--- src/rtl/rx_sync_pkg.sv ---
// Shared types and constants for the 8b/10b receive word-sync path.
// Latency: n/a (declarations only).
// Backpressure: n/a.
package rx_sync_pkg;

    typedef enum logic [1:0] {
        LOS  = 2'd0,
        ACQ  = 2'd1,
        SYNC = 2'd2
    } sync_state_t;

    // K28.5 in both running disparities, bit a in position 9
    localparam logic [9:0] K285_RDN = 10'b0011111010;
    localparam logic [9:0] K285_RDP = 10'b1100000101;

    // Last value of the 0..9 symbol phase counter
    localparam logic [3:0] PHASE_LAST = 4'd9;

    function automatic logic is_k285(input logic [9:0] w);
        return (w == K285_RDN) || (w == K285_RDP);
    endfunction

endpackage

--- src/rtl/rx_sync_ctrl_comma_detect.sv ---
// Flags a K28.5 comma (either disparity) in the 10-bit sliding window.
// Latency: combinational, zero cycles.
// Backpressure: none; evaluates the window every cycle.
module comma_detect
    import rx_sync_pkg::*;
(
    input  logic [9:0] data_in,
    output logic       comma
);

    assign comma = is_k285(data_in);

endmodule

--- src/rtl/rx_sync_ctrl.sv ---
// Word-sync controller: finds K28.5 symbol phase, holds lock, strobes aligned symbols.
// Latency: state and outputs update on the same CRCLK edge that samples the window.
// Backpressure: none; the decoder must take every SYMBOL_CLK pulse.
module rx_sync_ctrl
    import rx_sync_pkg::*;
#(
    parameter int ACQ_COMMAS = 3,
    parameter int LOSS_ERRS  = 4,
    parameter int TIMEOUT    = 64
) (
    input  logic       CRCLK,
    input  logic       Reset,
    input  logic [9:0] data_in,
    output logic       SYMBOL_CLK,
    output logic       RXVALID,
    output logic [9:0] symbol_out,
    output logic [1:0] sync_state,
    output logic       lock_loss
);

    localparam logic [3:0] ACQ_TH = 4'(ACQ_COMMAS);
    localparam logic [3:0] ERR_TH = 4'(LOSS_ERRS);
    localparam logic [9:0] TMO_TH = 10'(TIMEOUT);

    sync_state_t state;
    logic [3:0]  phase;
    logic [3:0]  acq_cnt;
    logic [3:0]  err_cnt;
    logic [9:0]  sym_cnt;

    logic        comma;
    logic        phase0;
    logic        aligned;
    logic        misaligned;
    logic [3:0]  phase_inc;
    logic [3:0]  acq_inc;
    logic [3:0]  err_inc;
    logic [9:0]  sym_inc;

    comma_detect u_comma_detect (
        .data_in (data_in),
        .comma   (comma)
    );

    assign phase0     = (phase == 4'd0);
    assign aligned    = comma && phase0;
    assign misaligned = comma && !phase0;

    // Saturating next values so no counter can wrap back below its threshold
    assign phase_inc = (phase == PHASE_LAST) ? 4'd0 : phase + 4'd1;
    assign acq_inc   = (acq_cnt == 4'hF) ? acq_cnt : acq_cnt + 4'd1;
    assign err_inc   = (err_cnt == 4'hF) ? err_cnt : err_cnt + 4'd1;
    assign sym_inc   = (sym_cnt == 10'h3FF) ? sym_cnt : sym_cnt + 10'd1;

    assign sync_state = state;

    // LOS/ACQ/SYNC machine with phase tracking, lock counters and registered outputs
    always_ff @(posedge CRCLK) begin
        if (!Reset) begin
            state      <= LOS;
            phase      <= 4'd0;
            acq_cnt    <= 4'd0;
            err_cnt    <= 4'd0;
            sym_cnt    <= 10'd0;
            SYMBOL_CLK <= 1'b0;
            RXVALID    <= 1'b0;
            symbol_out <= 10'd0;
            lock_loss  <= 1'b0;
        end else begin
            phase      <= phase_inc;
            SYMBOL_CLK <= 1'b0;
            lock_loss  <= 1'b0;
            case (state)
                LOS: begin
                    // Any comma fixes a candidate phase: this cycle becomes phase 0
                    if (comma) begin
                        phase   <= 4'd1;
                        acq_cnt <= 4'd1;
                        sym_cnt <= 10'd0;
                        state   <= ACQ;
                    end
                end
                ACQ: begin
                    if (aligned) begin
                        acq_cnt <= acq_inc;
                        sym_cnt <= 10'd0;
                        if (acq_inc >= ACQ_TH) begin
                            // The completing comma is the first delivered symbol
                            state      <= SYNC;
                            err_cnt    <= 4'd0;
                            RXVALID    <= 1'b1;
                            SYMBOL_CLK <= 1'b1;
                            symbol_out <= data_in;
                        end
                    end else if (misaligned) begin
                        phase   <= 4'd1;
                        acq_cnt <= 4'd1;
                        sym_cnt <= 10'd0;
                    end else if (phase0) begin
                        sym_cnt <= sym_inc;
                        if (sym_inc >= TMO_TH) begin
                            state <= LOS;
                        end
                    end
                end
                SYNC: begin
                    if (aligned) begin
                        err_cnt    <= 4'd0;
                        sym_cnt    <= 10'd0;
                        SYMBOL_CLK <= 1'b1;
                        symbol_out <= data_in;
                    end else if (misaligned) begin
                        // Locked phase is kept; stray commas only count as errors
                        err_cnt <= err_inc;
                        if (err_inc >= ERR_TH) begin
                            state     <= LOS;
                            RXVALID   <= 1'b0;
                            lock_loss <= 1'b1;
                        end
                    end else if (phase0) begin
                        sym_cnt <= sym_inc;
                        if (sym_inc >= TMO_TH) begin
                            // The sample that drops lock is not delivered
                            state     <= LOS;
                            RXVALID   <= 1'b0;
                            lock_loss <= 1'b1;
                        end else begin
                            SYMBOL_CLK <= 1'b1;
                            symbol_out <= data_in;
                        end
                    end
                end
                default: begin
                    state   <= LOS;
                    RXVALID <= 1'b0;
                end
            endcase
        end
    end

endmodule

--- config.mk ---
export PLATFORM = sky130hd
export DESIGN_NAME = rx_sync_ctrl
export DESIGN_NICKNAME = d
export VERILOG_FILES = /design/src/rtl/rx_sync_pkg.sv /design/src/rtl/rx_sync_ctrl_comma_detect.sv /design/src/rtl/rx_sync_ctrl.sv
export SDC_FILE = /design/constraint.sdc
export NUM_CORES = 1
export LEC_CHECK = 0
export CAP_MARGIN = 20
export CORE_ASPECT_RATIO = 0.75
export CORE_MARGIN = 2
export CORE_UTILIZATION = 36
export CTS_CLUSTER_SIZE = 16
export DETAILED_ROUTE_END_ITERATION = 10
export PLACE_DENSITY_LB_ADDON = 0.08
export SLEW_MARGIN = 5
export SYNTH_ARGS = -nofsm -noshare
export SYNTH_HDL_FRONTEND = slang
export SYNTH_SLANG_ARGS = --single-unit
--- constraint.sdc ---
create_clock -name CRCLK -period 1.9 [get_ports CRCLK]
set_input_delay 0.38 -clock CRCLK [delete_from_list [all_inputs] [get_ports CRCLK]]
set_output_delay 0.38 -clock CRCLK [all_outputs]
set_load 0.01 [all_outputs]
==> impl_metrics.py <==
metrics = {
    "setup_path": {
        "regToRegEndpoint": "RXVALID",
        "endpoint_kind": "flip-flop",
        "cp_top_family": "buffers and inverters",
        "reg2reg_setup_slack_ns": -0.03,
        "cp.required_ns": 2.12,
        "rr_worst_depth": 6,
        "max_stage_delay_ns": 0.26,
        "criticalPathCategory": "input pin to flip-flop",
        "slowest_stage": "and4b_1",
        "cp_max_fo": 10,
        "timing.rr.start": "phase[2]",
        "cpMostUsedCell": "buf_12",
        "start_kind": "input pin",
        "path_cells": "dlygate4sd2_1 -> and4b_1 -> nand4_2 -> buf_6 -> buf_12 -> and2_4 -> a211oi_4 -> o21ai_4 -> buf_12 -> a311oi_2",
        "crit_arrival_ns": 2.15,
        "path_buf_inv": 4,
    },
    "clock_tree": {
        "cts_buffers": 5,
        "postCtsHoldBufs": 0,
        "cts_max_path_buffers": 2,
        "cts_root_buf": "clkbuf_8",
        "clock_latency_ns": 0.30,
        "clkTransAtPathRegs_ns": 0.08,
        "cts_tree": "built",
        "cts_num_sinks": 37,
        "htreeDepth": 2,
    },
    "drt": {
        "dr_total_vias": 2055,
        "drt_first_pass_iters": 5,
        "drt_wl_total_mm": 5.57,
        "drt.antenna.violating_nets": 0,
        "wire_per_inst_um": 14.1,
        "drc": 0,
        "post_drt_via_cell_ratio": 5.20,
        "drt_iter0_markers": 134,
    },
    "global_routing": {
        "grt_max_degree": 17,
        "grt_antenna_before_repair": 0,
        "grt_pass1_wl_mm": 9.49,
        "track_usage_pct": 18.3,
        "overflow": 0,
        "grt_pass1_vias": 2050,
    },
    "synthesis": {
        "synth.most_common_cell": "dfxtp_1",
        "synth_mux_area_share_pct": 6.77,
        "synth_xor_area_share_pct": 2.94,
        "synth_adder_area_share_pct": 4.19,
        "yosysWarningCount": 0,
        "syn-cell-area_um2": 2090,
        "yosys.area.top_type_share_pct": 35.5,
        "yosys-top-cells-count": "37 x dfxtp_1, 32 x nor2_1, 22 x nand2_1",
        "synthArstFlopShare_pct": 0,
        "syn_area_per_cell_um2": 8.52,
        "yosys-top-cells-area": "dfxtp_1 35%, mux2i_1 6.2%, nor2_1 5.8%, nand3_1 4.3%, ha_1 4.2%",
        "synth_seq_cells": 37,
        "synth_edf_count": 0,
        "yosysTopAreaCell": "dfxtp_1",
        "syn-num-nets": 264,
        "synth_ff_type": "dfxtp_1",
        "synth_compound_area_share_pct": 18.2,
        "synthSimpleGateAreaFrac_pct": 28.9,
        "netlist_instances": 245,
        "synth_seq_area_share_pct": 35.5,
        "synth_top_family_by_area": "simple AND/OR/NAND/NOR gates",
        "ys_types": 56,
    },
    "min_path": {
        "holdCritPathClass": "input pin to flip-flop",
        "hp-start": "data_in[9]",
        "min_to": "symbol_out[9]",
        "hold_depth": 3,
    },
    "placement": {
        "place_ws_ns": -0.635,
        "io_buffers": 26,
        "gp_congestion": 0.875,
        "dp_cells": 380,
        "place_hpwl_mm": 3.84,
    },
    "die": {
        "dieArea_um2": 6430,
        "io_pins": 27,
        "fp.dieH_um": 70.0,
        "row_count": 23,
        "chipWidth_um": 91.9,
        "core-area_um2": 5470,
        "start_util_pct": 38.2,
    },
    "layout": {
        "n_antenna_cell": 0,
        "fin_cells": 395,
        "final_layout_size_suffix_gt1_share_pct": 34.7,
        "fill_cells": 513,
        "utilization_pct": 57.2,
        "fin_nets": 338,
        "area_growth_pct": 49.7,
    },
    "power": {
        "clkPwrFrac_pct": 47.9,
        "p_switching_uw": 386,
        "switching_share_pct": 21.9,
        "power_leakage_nw": 1.36,
        "peakVddDrop_mv": 0.325,
        "pwr-share-seq_pct": 44.4,
        "p_per_area_nw_per_um2": 563,
        "power_frac_comb_pct": 7.7,
        "internal_power_mw": 1.37,
    },
    "timing": {
        "fin_crit_sh_pct": 102,
        "period_minus_slack_ns": 1.93,
        "max_slew_margin_pct": 63.5,
        "tns_ns": -0.0685,
        "finalWorstSetupSlack_ns": -0.0330,
        "tightest_slew_ns": 0.542,
        "skew_ns": 0.00809,
        "drv_slew": 0,
        "hold_viol": 0,
        "grt_setup_unrepaired": "yes",
        "setup-violations-final": 3,
        "clock.fmax_mhz": 517,
    },
    "job": {
        "cap_violations": 0,
    },
    "run_status": {
        "status": "complete, but fails checks",
        "violations": "negative setup slack",
    },
}
-- worst max path at each step --
stage | from | end | slack, ns | cells past startpoint
3_3_place_gp | data_in[8] | RXVALID | -0.60 | 7
6_report | data_in[2] | sym_cnt[6] | -0.03 | 10
4_1_cts | phase[2] | sym_cnt[8] | -0.01 | 5
5_1_grt | phase[1] | sync_state[1] | -0.11 | 7
3_5_place_dp | data_in[8] | sym_cnt[6] | -0.63 | 7
2_1_floorplan | err_cnt[0] | sync_state[1] | 0.01 | 7
-- placed cells by master (no fill, tap or decap), types with 4 or more instances in the layout --
cell	synthesis	routed
dfxtp_1	37	33
clkbuf_2	0	4
and3_1	7	6
mux2i_1	13	13
inv_1	8	8
buf_12	0	4
clkbuf_8	0	5
nor3_1	7	5
nand3_2	0	4
nand3_1	18	14
clkdlybuf4s50_1	0	16
a21oi_2	0	4
a21oi_1	12	8
xor2_1	5	5
buf_4	0	43
nor2_1	32	31
o21ai_0	5	4
nand2_1	22	20
-- kinds of logic after synthesis --
family,count (synthesis)
xor+xnor,7
mux,14
fa+ha+maj,7
simple gates,112
buf+inv,17
flops,37
compound gates,51
-- power by group through the flow --
stage	Sequential, mW	Combinational, mW	Clock [mW]
floorplan	0.804	0.0519	0
global placement	0.801	0.123	0
detailed placement	0.802	0.125	0
CTS	0.784	0.131	0.858
global route	0.783	0.148	0.894
finish	0.782	0.136	0.843
-- per-layer routing --
layer  GRT usage, %  share of wire [%]  routed length, um
met1           25.3                 51               2830
met2           28.4                 44               2430
met3           3.99                4.6                257
met4           5.47               0.90                 50
met5              0                  0                  0
-- sequential cells by signal (all words and copies together) (netlist names) --
signal,cells
RXVALID,1
SYMBOL_CLK,1
acq_cnt,4
err_cnt,4
lock_loss,1
phase,4
sym_cnt,10
symbol_out,10
sync_state,2
-- tightest hold or removal path: stages --
cell and delay (ns):
buf_2 0.12, mux2i_1 0.07, nor2_1 0.07
-- timing repair --
item,CTS,global route
setup endpoints to repair,37,31
setup buffers,5,2
pin swaps,10,12
resized for setup,38,32
gates cloned,1,0
-- per-stage QoR --
step | hold WS [ns] | power (mW) | instance area (um^2)
after floorplan | 0.462 | 0.856 | 2090
after detailed placement | 0.459 | 0.926 | 2740
after CTS | 0.470 | 1.77 | 3050
final | 0.375 | 1.76 | 3130
after global placement | 0.447 | 0.924 | 2740
after global routing | 0.392 | 1.82 | 3130
-- cell type report --
type,instances,area [um^2],share of cell area (%)
clock inverters,3,68.8,2.20
clock buffers,5,68.8,2.20
multi-input cells,191,1460,46.6
inverters,9,33.8,1.08
well taps,75,93.8,3.00
repair buffers,75,657,21.0
flip-flops and latches,37,748,23.9
No activity file was read; power rests on OpenSTA's default activity.
==> patch 1, RTL diff (config.mk and constraints unchanged) <==
Change the parameter `TIMEOUT` from 64 to 48.
--- a/src/rtl/rx_sync_ctrl.sv
+++ b/src/rtl/rx_sync_ctrl.sv
@@ -7,5 +7,5 @@
     parameter int ACQ_COMMAS = 3,
     parameter int LOSS_ERRS  = 4,
-    parameter int TIMEOUT    = 64
+    parameter int TIMEOUT    = 48
 ) (
     input  logic       CRCLK,
Formal check against the unedited RTL: same outputs for any inputs over 10 cycles, from zero or initial values and one cycle with Reset low; that may be too few to reach the edited logic, so the function may still have changed.
==> patch 1 against the original RTL <==
Routed wire length rose by 32%. The run still ends with negative setup slack left. Worst setup slack got worse by 0.040 ns. Area after synthesis rose by 11%. Design area rose by 17%. Critical path depth did not move. Sequential cell count did not move. Maximum frequency fell by 2.0%. First-iteration DRC count rose by 23%. Die area rose by 11%.
Power is not compared: it rests on default switching activity, and its combinational part moved more than twofold at a synthesized area within 25%.
==> patch 1: results (changes against the original RTL) <==
routing:
  drtIter0Drc: 165  # +23%
  route.met3.wl_um: 398  # +55%
  dr.pass1.iters: 4  # -1
  vias: 2568  # +25%
  wl_met2_um: 3178  # +31%
  drt_wl_total_um: 7371  # +32%
  wl_met1_um: 3767  # +33%
  maxUsedRoutingLayer: "met4"
clocking:
  cts-htree-levels: 2  # unchanged
  cts_buffer_depth: 2  # unchanged
  cts.clk_slew.worst_paths_ns: 0.09
sta:
  setup_viol: 10  # +7
  layout_setup_ws_ns: -0.07294  # -0.03991 ns
  fin_hold_ws_ns: 0.3505  # -0.02447 ns
  finalClockSkew_ns: 0.01086  # +0.002774 ns
  maxSlewHeadroom: 0.6997  # +0.06482
cells_and_area:
  nets: 407  # +20%
  drive_gt1_frac: 0.4062  # +0.05929
  top_regs: "sym_cnt x10, symbol_out x10"
critical_path:
  ff2ff_path_depth: 10  # +4
  r2r_end: "symbol_out[7]"
  cp.arrival_ns: 2.20  # +0.05 ns
  r2r_start: "sym_cnt[0]"
  cp_max_fo: 6  # -4
  cp_slowest_stage_delay_ns: 0.36  # +0.10 ns
  cp_slowest_cell: "dfxtp_2"
logic_synthesis:
  async_flop_share: 0  # unchanged
  yosys.cell_types.count: 61  # +8.9%
  yosys-top-cells-count: "nand2_1, dfxtp_1, nor2_1"
  ys_seq_area_frac: 0.3191  # -0.03557
  syn_nets: 301  # +14%
  synth.area.top_cells: "dfxtp_1, nand2_1, mux2i_1, a21oi_1, ha_1"
hold_path:
  min_to: "symbol_out[1]"
  min_from: "data_in[1]"
global_route:
  grt_max_degree: 26  # +9
  gr-usage-all-layers: 0.2009  # +0.01840
  grt_pass1_vias: 2368  # +16%
  grt_pass1_wl_um: 11640  # +23%
place:
  dp_hpwl_um: 5079  # +32%
  gp_congestion: 0.8997  # +2.8%
status:
  violations: "negative setup slack"
  status: "complete, but fails checks"
pwr:
  p_total_uw: 1867
-- patch 1: final cells by class --
| cell class | instances | area, um^2 |
|---|---|---|
| flip-flops and latches | 37 | 762.0 |
| multi-input cells | 222 | 1699 |
| fillers | 576 | 2611 |
| repair buffers | 112 | 919.6 |
| inverters | 10 | 46.29 |
| well taps | 81 | 101.3 |
| clock buffers | 7 | 86.33 |
| clock inverters | 1 | 30.03 |
-- patch 1: repair_timing --
item / 4_1_cts / 5_1_grt
pin swaps: 19 / 26
setup endpoints to repair: 36 / 26
gates resized for setup: 46 / 51
hold buffers: 0 / 0
gates cloned: 1 / 0
setup buffers: 3 / 5
-- patch 1: worst max-delay path by stage --
stage,start,to,slack (ns)
CTS,acq_cnt[0],sync_state[1],-0.06
detailed placement,data_in[8],sym_cnt[3],-0.62
floorplan,data_in[7],RXVALID,-0.04
global placement,data_in[4],sym_cnt[3],-0.58
global route,sym_cnt[0],symbol_out[7],-0.16
finish,sym_cnt[0],symbol_out[7],-0.07
-- patch 1: layer usage --
metal  vias up  GRT usage
met2        85     0.3017
li1       1274          -
met1      1207     0.3033
met5         -          0
met4         0    0.03286
met3         2    0.03711
-- patch 1: kinds of logic after synthesis --
group / after synthesis / synth area share
AND/OR/NAND/NOR: 118 / 0.2852
AO/OA/AOI/OAI: 78 / 0.2345
flip-flops: 37 / 0.3191
buffers and inverters: 23 / 0.04421
multiplexers: 13 / 0.05661
adder cells (fa/ha/maj): 7 / 0.03773
XOR/XNOR: 6 / 0.02264
-- patch 1: power by group through the flow --
stage	registers, uW	clock network [uW]	logic (uW)
floorplan	812	0	133
global placement	810	0	305
detailed placement	810	0	300
CTS	792	748	302
global route	798	780	363
finish	796	733	338
-- patch 1: per-stage QoR --
stage	setup WS [ns]	instances	cell area [um^2]	TNS [ns]
3_5_place_dp	-0.6194	454	3239	-18.13
3_3_place_gp	-0.5815	454	3239	-16.51
4_1_cts	-0.05746	466	3490	-0.6040
6_report	-0.07294	470	3645	-0.4560
5_1_grt	-0.1591	470	3645	-1.696
2_1_floorplan	-0.03501	282	2335	-0.06370
-- patch 1: critical path: cells and delay by family (launching register included) --
family	cells	cell delay, ns
adder cells (fa/ha/maj)	1	0.19
AO/OA/AOI/OAI	3	0.57
flip-flops	1	0.36
buffers and inverters	3	0.45
multiplexers	1	0.16
AND/OR/NAND/NOR	2	0.19
==> patch 2, RTL diff (same flow settings) <==
Made on the original files. Make the reset (`Reset`) asynchronous in one clocked block.
--- a/src/rtl/rx_sync_ctrl.sv
+++ b/src/rtl/rx_sync_ctrl.sv
@@ -56,5 +56,5 @@
 
     // LOS/ACQ/SYNC machine with phase tracking, lock counters and registered outputs
-    always_ff @(posedge CRCLK) begin
+    always_ff @(posedge CRCLK or negedge Reset) begin
         if (!Reset) begin
             state      <= LOS;
Check against the original RTL: differs if Reset is asserted again (counterexample within 4 cycles, from zero or initial values and one cycle with Reset low); with Reset held inactive, the same outputs for 10 cycles.
==> patch 2 against the original RTL <==
The flow still finishes with violations (negative setup slack). Worst setup slack worse by 0.34 ns. Routed wire length is 17% higher. Final cell count is 8.9% higher. Design area is 19% higher. Sequential cell count stayed put. Synthesized cell count is 3.3% lower. Area after synthesis is 8.6% higher. Non-clock buffer count is 37 higher. Global-route usage is 1.7 points higher. Critical path type is now reg2reg. Highest routed layer unchanged.
Power is not compared: it rests on default switching activity, and its combinational part moved more than twofold at a synthesized area within 25%.
==> patch 2: results (changes against the original RTL) <==
sta:
  layout_setup_ws_ns: -0.3685  # -0.3354 ns
  finalClockSkew_ns: 0.009775  # +0.001687 ns
  drv_slew: 0  # unchanged
  setup_tns_ns: -4.434  # -4.365 ns
  setup_viol: 21  # +18
  worstMarginPinSlew_ns: 0.4391  # -0.1028 ns
pwr:
  p_leak_uw: 0.001615
  ir_drop_uv: 407.1
logic_synthesis:
  synth_edf_count: 0  # unchanged
  muxShareOfSynthArea: 0.07612  # +0.008412
  synth_xor_area_frac: 0.02703  # -0.002332
  yosys-top-cells-count: "dfrtp_1, nor2_1, nand2_1"
  synth_adder_area_share: 0.03861  # -0.003331
  ys_seq_area_frac: 0.4082  # +0.05346
  synth_compound_area_frac: 0.2135  # +0.03131
  synth.area.top_cells: "dfrtp_1, mux2_2, nor2_1, ha_1, nand2_1"
  syn_nets: 256  # -3.0%
  yosys.cell_types.count: 58  # +3.6%
  ys_warn_count: 0  # unchanged
  async_flop_share: 1.000  # +1.000
hold_path:
  hold_path_class: "in2async"
critical_path:
  cp_slowest_stage_delay_ns: 0.43  # +0.17 ns
  ff2ff_path_depth: 7  # +1
  cp_slowest_cell: "o41ai_4"
  cp_max_fo: 6  # -4
  cp.arrival_ns: 2.45  # +0.30 ns
clocking:
  cts-htree-levels: 2  # unchanged
  cts.clk_slew.worst_paths_ns: 0.08  # about the same
  cts_root_buf: "clkbuf_8"
  cts_buffers: 5  # unchanged
  cts_buffer_depth: 2  # unchanged
  clk_latency_ns: 0.30  # about the same
place:
  io_buffer_count: 26  # unchanged
  dpl_cell_area_um2: 3288  # +20%
  dp_hpwl_um: 4703  # +23%
  dp_slack_ns: -0.7801  # -0.1453 ns
  gp_congestion: 0.8112  # -7.3%
cells_and_area:
  drive_gt1_frac: 0.4613  # +0.1144
  diodes: 0  # unchanged
  nets: 367  # +8.6%
  top_regs: "sym_cnt x10, symbol_out x10"
status:
  violations: "negative setup slack"
  status: "complete, but fails checks"
global_route:
  gr-usage-all-layers: 0.1993  # +0.01684
  antenna_found_initial: 0  # unchanged
  grt_pass1_wl_um: 10610  # +12%
  grt_max_degree: 21  # +4
routing:
  drtIter0Drc: 134  # unchanged
  vias: 2225  # +8.3%
  dr.pass1.iters: 4  # -1
  drt_wl_total_um: 6511  # +17%
## patch 2: cell types whose count changed in the layout (fill, tap and decap cells not counted), sizes merged, moves of 7 or more
| cell | change |
|---|---|
| dfxtp | -37 |
| mux2 | +9 |
| nor2 | -9 |
| nand3 | -8 |
| mux2i | -7 |
| buf | +45 |
| dfrtp | +37 |
## patch 2: kinds of logic (layout without fill, tap and decap cells)
kind of cell    Yosys count  after routing
compound gates           62             62
buf+inv                  17            129
fa+ha+maj                 7              7
simple gates             91             91
flops                    37             37
mux                      16             16
xor+xnor                  7              7
## patch 2: timing repair
action | in CTS | in global routing
setup endpoints to repair | 37 | 32
pin swaps | 27 | 13
hold buffers | 0 | 0
resized for setup | 76 | 22
buffers inserted | 11 | 3
## patch 2: layer usage
layer	vias to the layer above	share of wire	track usage
li1	1116	-	-
met1	1046	0.51	0.2835
met2	49	0.43	0.3007
met3	14	0.040	0.04029
met4	0	0.021	0.07302
met5	-	0	0
## patch 2: worst max-delay path, delay by kind of cell (launching register included)
family	cells	cell delay, ns
multiplexers	1	0.30
AND/OR/NAND/NOR	2	0.31
buffers and inverters	1	0.20
AO/OA/AOI/OAI	2	0.74
adder cells (fa/ha/maj)	1	0.18
flip-flops	1	0.41
## patch 2: cell type report
cell class / instances / area, um^2
timing repair buffer: 112 / 940.9
sequential: 37 / 928.4
tap: 81 / 101.3
clock buffer: 7 / 86.33
inverter: 9 / 33.78
fill: 524 / 2459
multi-input combinational: 183 / 1614
clock inverter: 1 / 30.03
## patch 2: path summary, 6_finish.rpt
check	from	end	slack, ns
setup / recovery	sym_cnt[1]	symbol_out[3]	-0.37
hold / removal	Reset	sym_cnt[5]	0.01
setup reg to reg	sym_cnt[1]	symbol_out[3]	-0.37
hold reg to reg	symbol_out[5]	symbol_out[5]	0.51
max in group asynchronous	Reset	err_cnt[3]	1.42
min in group CRCLK	data_in[4]	symbol_out[4]	0.33
## patch 2: per-stage QoR
stage / util / instances
2_1_floorplan: - / 237
3_3_place_gp: 0.5309 / 410
3_5_place_dp: 0.5309 / 410
4_1_cts: 0.5859 / 428
5_1_grt: 0.6030 / 430
6_report: 0.6030 / 430
## patch 2: report_power, final
group / leakage (uW) / switching [uW] / internal, uW
Combinational: 0.00105 / 611 / 577
Clock: 0.0000585 / 291 / 428
Sequential: 0.000508 / 38.6 / 845
